**config.mk**
```make
export PLATFORM = sky130hd
export DESIGN_NAME = sys_panel_ctrl
export DESIGN_NICKNAME = d
export VERILOG_FILES = /design/src/rtl/sys_panel_pkg.sv /design/src/rtl/sys_key_debounce.sv /design/src/rtl/sys_panel_ctrl.sv
export SDC_FILE = /design/constraint.sdc
export NUM_CORES = 1
export LEC_CHECK = 0
export BUFFER_PORTS_ARGS = -buffer_cell sky130_fd_sc_hd__clkbuf_2
export CAP_MARGIN = 20
export CORE_ASPECT_RATIO = 1.5
export CORE_UTILIZATION = 39
export DETAILED_ROUTE_END_ITERATION = 10
export GPL_ROUTABILITY_DRIVEN = 0
export GPL_TIMING_DRIVEN = 1
export REMOVE_ABC_BUFFERS = 1
export SLEW_MARGIN = 20
export SYNTH_ARGS = -nofsm -noshare
export SYNTH_HDL_FRONTEND = slang
export SYNTH_SLANG_ARGS = --single-unit
```
**constraint.sdc**
```tcl
create_clock -name SYS_clk -period 4.58 [get_ports SYS_clk]
set_clock_uncertainty 0.1 [all_clocks]
set_input_delay 0.229 -clock SYS_clk [delete_from_list [all_inputs] [get_ports SYS_clk]]
set_output_delay 0.229 -clock SYS_clk [all_outputs]
set_load 0.005 [all_outputs]
```
**src/rtl/sys_panel_pkg.sv**
```systemverilog
// sys_panel_pkg: shared constants and 7-segment decoding for the front-panel controller.
package sys_panel_pkg;
    localparam int SYNC_STAGES = 2;
    localparam logic [6:0] SEG_BLANK = 7'h7F;
    localparam logic [6:0] SEG_ZERO = 7'h40;
    function automatic logic [6:0] seg7(input logic [3:0] n);
        logic [6:0] s;
        case (n)
            4'h0: s = 7'h40;
            4'h1: s = 7'h79;
            4'h2: s = 7'h24;
            4'h3: s = 7'h30;
            4'h4: s = 7'h19;
            4'h5: s = 7'h12;
            4'h6: s = 7'h02;
            4'h7: s = 7'h78;
            4'h8: s = 7'h00;
            4'h9: s = 7'h10;
            4'hA: s = 7'h08;
            4'hB: s = 7'h03;
            4'hC: s = 7'h46;
            4'hD: s = 7'h21;
            4'hE: s = 7'h06;
            default: s = 7'h0E;
        endcase
        return s;
    endfunction
endpackage

```
**src/rtl/sys_key_debounce.sv**
```systemverilog
// sys_key_debounce: synchronises one active-low key, debounces it and pulses once per accepted press.
module sys_key_debounce
    import sys_panel_pkg::*;
#(
    parameter int DB_CYCLES = 250000
) (
    input  logic clk,
    input  logic rst,
    input  logic key_n,
    output logic pulse
);
    localparam int CW = $clog2(DB_CYCLES + 1);
    logic [SYNC_STAGES-1:0] sr;
    logic [CW-1:0] cnt;
    logic lvl, s, acc;
    assign s = sr[SYNC_STAGES-1];
    // a bounce back to the accepted level restarts the count
    assign acc = (s != lvl) && (cnt == CW'(DB_CYCLES - 1));
    always_ff @(posedge clk or posedge rst) begin
        if (rst) begin
            sr <= '0;
            cnt <= '0;
            lvl <= 1'b0;
            pulse <= 1'b0;
        end else begin
            sr <= {sr[SYNC_STAGES-2:0], ~key_n};
            cnt <= (s == lvl || acc) ? '0 : cnt + CW'(1);
            lvl <= acc ? s : lvl;
            pulse <= acc & s;
        end
    end
endmodule

```
**src/rtl/sys_panel_ctrl.sv**
```systemverilog
// sys_panel_ctrl: front-panel keys/switches/LEDs/7-seg to core glue with step enable and PC-load handshake.
// Define SYS_AUTO_RUN_EN to build the sw_run auto-step divider.
module sys_panel_ctrl
    import sys_panel_pkg::*;
#(
    parameter int NKEY      = 4,
    parameter int DB_CYCLES = 250000,
    parameter int PCW       = 8,
    parameter int NCH       = 8,
    parameter int DW        = 18,
    parameter int NHEX      = 2,
    parameter int RUN_DIV   = 25000000
) (
    input  logic                    SYS_clk,
    input  logic                    SYS_rst,
    input  logic [NKEY-1:0]         key_n,
    input  logic                    sw_run,
    input  logic                    sw_load,
    input  logic [PCW-1:0]          sw_pc_val,
    input  logic [$clog2(NCH)-1:0]  out_sel,
    input  logic [NCH*DW-1:0]       dbg_bus,
    output logic                    step_en,
    output logic [NKEY-1:0]         key_pulse,
    output logic                    pc_load_valid,
    output logic [PCW-1:0]          pc_load_val,
    input  logic                    pc_load_ready,
    output logic [DW-1:0]           leds,
    output logic [NHEX*7-1:0]       hex_n
);
    localparam int SW = $clog2(NCH);
    logic [SYNC_STAGES-1:0] ld_sr;
    logic [PCW-1:0] pv_sr [SYNC_STAGES];
    logic ld_prev, ld_s;
    logic [DW-1:0] ch [2**SW];

    for (genvar k = 0; k < NKEY; k++) begin : g_key
        sys_key_debounce #(.DB_CYCLES(DB_CYCLES)) u_db (
            .clk(SYS_clk), .rst(SYS_rst), .key_n(key_n[k]), .pulse(key_pulse[k])
        );
    end

    assign ld_s = ld_sr[SYNC_STAGES-1];
    always_ff @(posedge SYS_clk or posedge SYS_rst) begin
        if (SYS_rst) begin
            ld_sr <= '0;
            ld_prev <= 1'b0;
            pv_sr <= '{default: '0};
            pc_load_valid <= 1'b0;
            pc_load_val <= '0;
        end else begin
            ld_sr <= {ld_sr[SYNC_STAGES-2:0], sw_load};
            ld_prev <= ld_s;
            pv_sr[0] <= sw_pc_val;
            for (int i = 1; i < SYNC_STAGES; i++) pv_sr[i] <= pv_sr[i-1];
            if (!pc_load_valid && ld_s && !ld_prev) begin
                pc_load_valid <= 1'b1;
                pc_load_val <= pv_sr[SYNC_STAGES-1];
            end else if (pc_load_valid && pc_load_ready) begin
                pc_load_valid <= 1'b0;
            end
        end
    end

    // selector codes past the last channel read as zero
    for (genvar c = 0; c < 2**SW; c++) begin : g_ch
        if (c < NCH) begin : g_real
            assign ch[c] = dbg_bus[c*DW +: DW];
        end else begin : g_pad
            assign ch[c] = '0;
        end
    end

    always_ff @(posedge SYS_clk or posedge SYS_rst) begin
        if (SYS_rst) leds <= '0;
        else leds <= ch[out_sel];
    end

    for (genvar d = 0; d < NHEX; d++) begin : g_hex
        assign hex_n[d*7 +: 7] = seg7(4'(leds >> (4*d)));
    end

`ifdef SYS_AUTO_RUN_EN
    logic [SYNC_STAGES-1:0] run_sr;
    logic run, run_prev;
    logic [31:0] div;
    assign run = run_sr[SYNC_STAGES-1];
    always_ff @(posedge SYS_clk or posedge SYS_rst) begin
        if (SYS_rst) begin
            run_sr <= '0;
            run_prev <= 1'b0;
            div <= '0;
        end else begin
            run_sr <= {run_sr[SYNC_STAGES-2:0], sw_run};
            run_prev <= run;
            if (run && !run_prev) div <= '0;
            else if (run) div <= (div == 32'(RUN_DIV - 1)) ? '0 : div + 32'd1;
        end
    end
    // run_prev masks a stale wrap value in the cycle the divider is cleared
    assign step_en = run ? (run_prev && div == 32'(RUN_DIV - 1) && !pc_load_valid)
                         : (key_pulse[0] && !pc_load_valid);
`else
    logic unused_run;
    assign unused_run = sw_run ^ (RUN_DIV == 0);
    assign step_en = key_pulse[0] & ~pc_load_valid;
`endif
endmodule

```
==> flow_summary.ini <==
[outcome]
status = finished with violations
violations = design-rule violations

[logic_synthesis]
synth_xor_area_frac = 0.0722
synthFlopType = dfrtp_1
syn_avg_cell_area_um2 = 12.0
synthArstFlopShare = 1.00
ys.warnings.count = 0
netlist_area_um2 = 7030
synthAdderAreaFrac = 0.0285
synth_edf_count = 0
synth-simple-area-share = 0.169
seq_area_frac_synth = 0.477
synth_mux_area_frac = 0.185
synth_cell_types = 49
syn_inst = 584
synth_compound_area_frac = 0.0407
synth_top_family_by_area = multiplexers
synth_seq_cells = 134

[power]
p_sw_frac = 0.230
power.share.sequential = 0.406
power_density_nw_per_um2 = 352
vdd_drop_max_mv = 0.284
fin_total_pwr_mw = 3.19
internal_power_mw = 2.46
leakage_nw = 4.17
pwr-share-comb = 0.131
p_sw_mw = 0.734
clockPowerShare = 0.463

[die]
fp-row-count = 59
core_area_um2 = 17500
start_util = 0.402
chipWidth_um = 112
die_area_um2 = 18600
pin_count = 210
die_h_um = 166

[critical_path]
end_kind = output pin
path_depth = 6
r2r-end = g_key[2].u_db.cnt[12]
crit_chain = inv_1 > ha_1 > nor2b_1 > or3b_2 > o21ai_0 > clkbuf_2
r2r-start = g_key[2].u_db.cnt[11]
crit_end = hex_n[0]
crit_buf_inv = 2
critPathMaxStageDelay_ns = 0.45
cp-start-kind = flop
crit_fanout = 6
ff2ff_setup_slack_ns = 2.38
critPathLaunch = leds[1]
critPathTopFamily = simple AND/OR/NAND/NOR gates
critical_path_class = flop to output pin
worst-r2r-cell-count = 4
crit_slowest_cell = dfrtp_1
critical_path_arrival_ns = 2.05
critPathRequiredTime_ns = 4.25

[timing]
rsz0062_at_grt = no
max-slew-margin-rel = 0.405
finalHoldViolations = 0
finalSetupViolCount = 0
period_minus_slack_ns = 2.38
tightest_slew_ns = 0.890
setup_tns_ns = 0
drv_slew = 0
fin_crit_sh = 0.520
fmaxAchievable_ghz = 0.420

[clock_tree]
cts_inserted_buffers = 17
post_cts_buffers = 0
h-tree-depth = 4
cts_tree = done
clock-root-buffer = clkbuf_16
postCtsResizedCells = 0
hold_buffers = 15
clkTransAtPathRegs_ns = 0.06
cts_sinks = 134
insertion_delay_ns = 0.42
clk_path_buf_depth = 2

[route]
drt-total-wl_mm = 16.8
viasPerCell = 5.33
drcViolationCount = 8
num_vias = 5498
drt_iter0_markers = 198
wl_per_cell_um = 16.3
ant_nets = 0
dr.pass1.iters = 7

[cells_and_area]
num-fill-cells = 1508
final_nets = 985
final_cell_mix = 208 x clkbuf_2, 134 x dfrtp_1, 76 x nor2_1
multi_input_area_um2 = 3490
final_cell_area_um2 = 9060
regArea_um2 = 3350
layout-drive-gt1-share = 0.405
syn2layout_area_growth_pct = 28.8
layout_commonest_cell = clkbuf_2

[global_route]
grtUsageTotal = 0.188
grt_pass1_wl_mm = 27.5
grt_max_degree = 75
overflow = 0
grt_pass1_vias = 5704
antenna_found_initial = 1

[placed_design]
port_buffers = 208
placed_area_um2 = 8260
dp_hpwl_mm = 13.3

[flow_run]
drv_cap = 0

[min_path]
min_path_type = primary input to flop
worst register-to-register path, cell delays in order (launching register included):
cell and delay (ns):
dfrtp_1 0.43, nor4b_2 0.31, nand4_2 0.19, o41ai_4 0.88, nor2_1 0.13
cells in the mapped netlist (3+ instances only):
cell	instances	area, µm²
inv_1	20	75.1
nor3b_1	3	22.5
buf_1	3	11.3
buf_4	5	37.5
nor4_1	14	87.6
buf_2	7	35.0
or3_1	3	18.8
a21oi_1	11	55.1
clkbuf_1	10	37.5
ha_1	16	200
mux4_2	38	856
nand4_2	4	50.1
dfrtp_1	134	3350
mux2_2	30	338
mux2i_1	7	70.1
xnor2_1	31	272
or3_4	3	33.8
nor2_1	76	285
and4_1	8	70.1
o21ai_0	8	40.0
a22o_1	4	35.0
nand3_1	21	105
xor2_1	27	236
nand2_1	24	90.1
or4_1	7	52.6
o31ai_1	7	52.6
nand4_1	20	125
nor2b_1	3	18.8
and3_1	6	37.5
nor3_1	8	40.0
power by group through the flow:
| stage | logic, mW | clock network [mW] | registers (mW) |
|---|---|---|---|
| finish | 0.417 | 1.48 | 1.30 |
| detailed placement | 0.414 | 0 | 1.32 |
| global placement | 0.403 | 0 | 1.32 |
| floorplan | 0.207 | 0 | 1.31 |
| global route | 0.460 | 1.56 | 1.31 |
| CTS | 0.426 | 1.51 | 1.30 |
state kept, by name, indices dropped and copies added, names as in the netlist:
register          cells
g_key.u_db.cnt       72
g_key.u_db.lvl        4
g_key.u_db.pulse      4
g_key.u_db.sr         8
ld_prev               1
ld_sr                 2
leds                 18
pc_load_val           8
pc_load_valid         1
pv_sr                16
layer usage:
metal,global-route usage,up-vias,part of all wire
li1,-,2572,-
met1,0.202,2670,0.37
met2,0.344,218,0.53
met3,0.0324,38,0.048
met4,0.110,0,0.046
met5,0,-,0
final cells by class:
class,count,area share
clock buffer,20,0.0493
tap,213,0.0294
antenna,1,0.000276
clock inverter,12,0.0222
timing repair buffer,227,0.135
sequential,134,0.370
inverter,20,0.00857
multi-input combinational,405,0.385
worst min path at each step:
stage,start,to,slack [ns],cells after the start
after global routing,dbg_bus[41],leds[5],0.16,3
after global placement,pv_sr[12],pv_sr[4],0.24,0
final,dbg_bus[64],leds[10],0.16,3
after CTS,dbg_bus[64],leds[10],0.15,3
after floorplan,sw_load,ld_sr[0],0.16,0
after detailed placement,pv_sr[13],pv_sr[5],0.24,0
per-stage QoR:
stage                     cells  setup WS [ns]  hold slack, ns   util
after floorplan             559          0.668           0.160      -
after global placement      984           2.27           0.237  0.472
after detailed placement    984           2.35           0.236  0.472
after CTS                  1031           2.16           0.146  0.517
after global routing       1032           2.05           0.157  0.518
final                      1032           2.20           0.156  0.518
cells by family (layout without fill, tap and decap cells):
group,count (synthesis),in the layout
XOR/XNOR,58,58
buffers and inverters,45,279
other,0,1
adder cells (fa/ha/maj),16,16
multiplexers,78,78
AND/OR/NAND/NOR,216,216
AO/OA/AOI/OAI,37,37
flip-flops,134,134
Power figures use the tool's default switching activity.
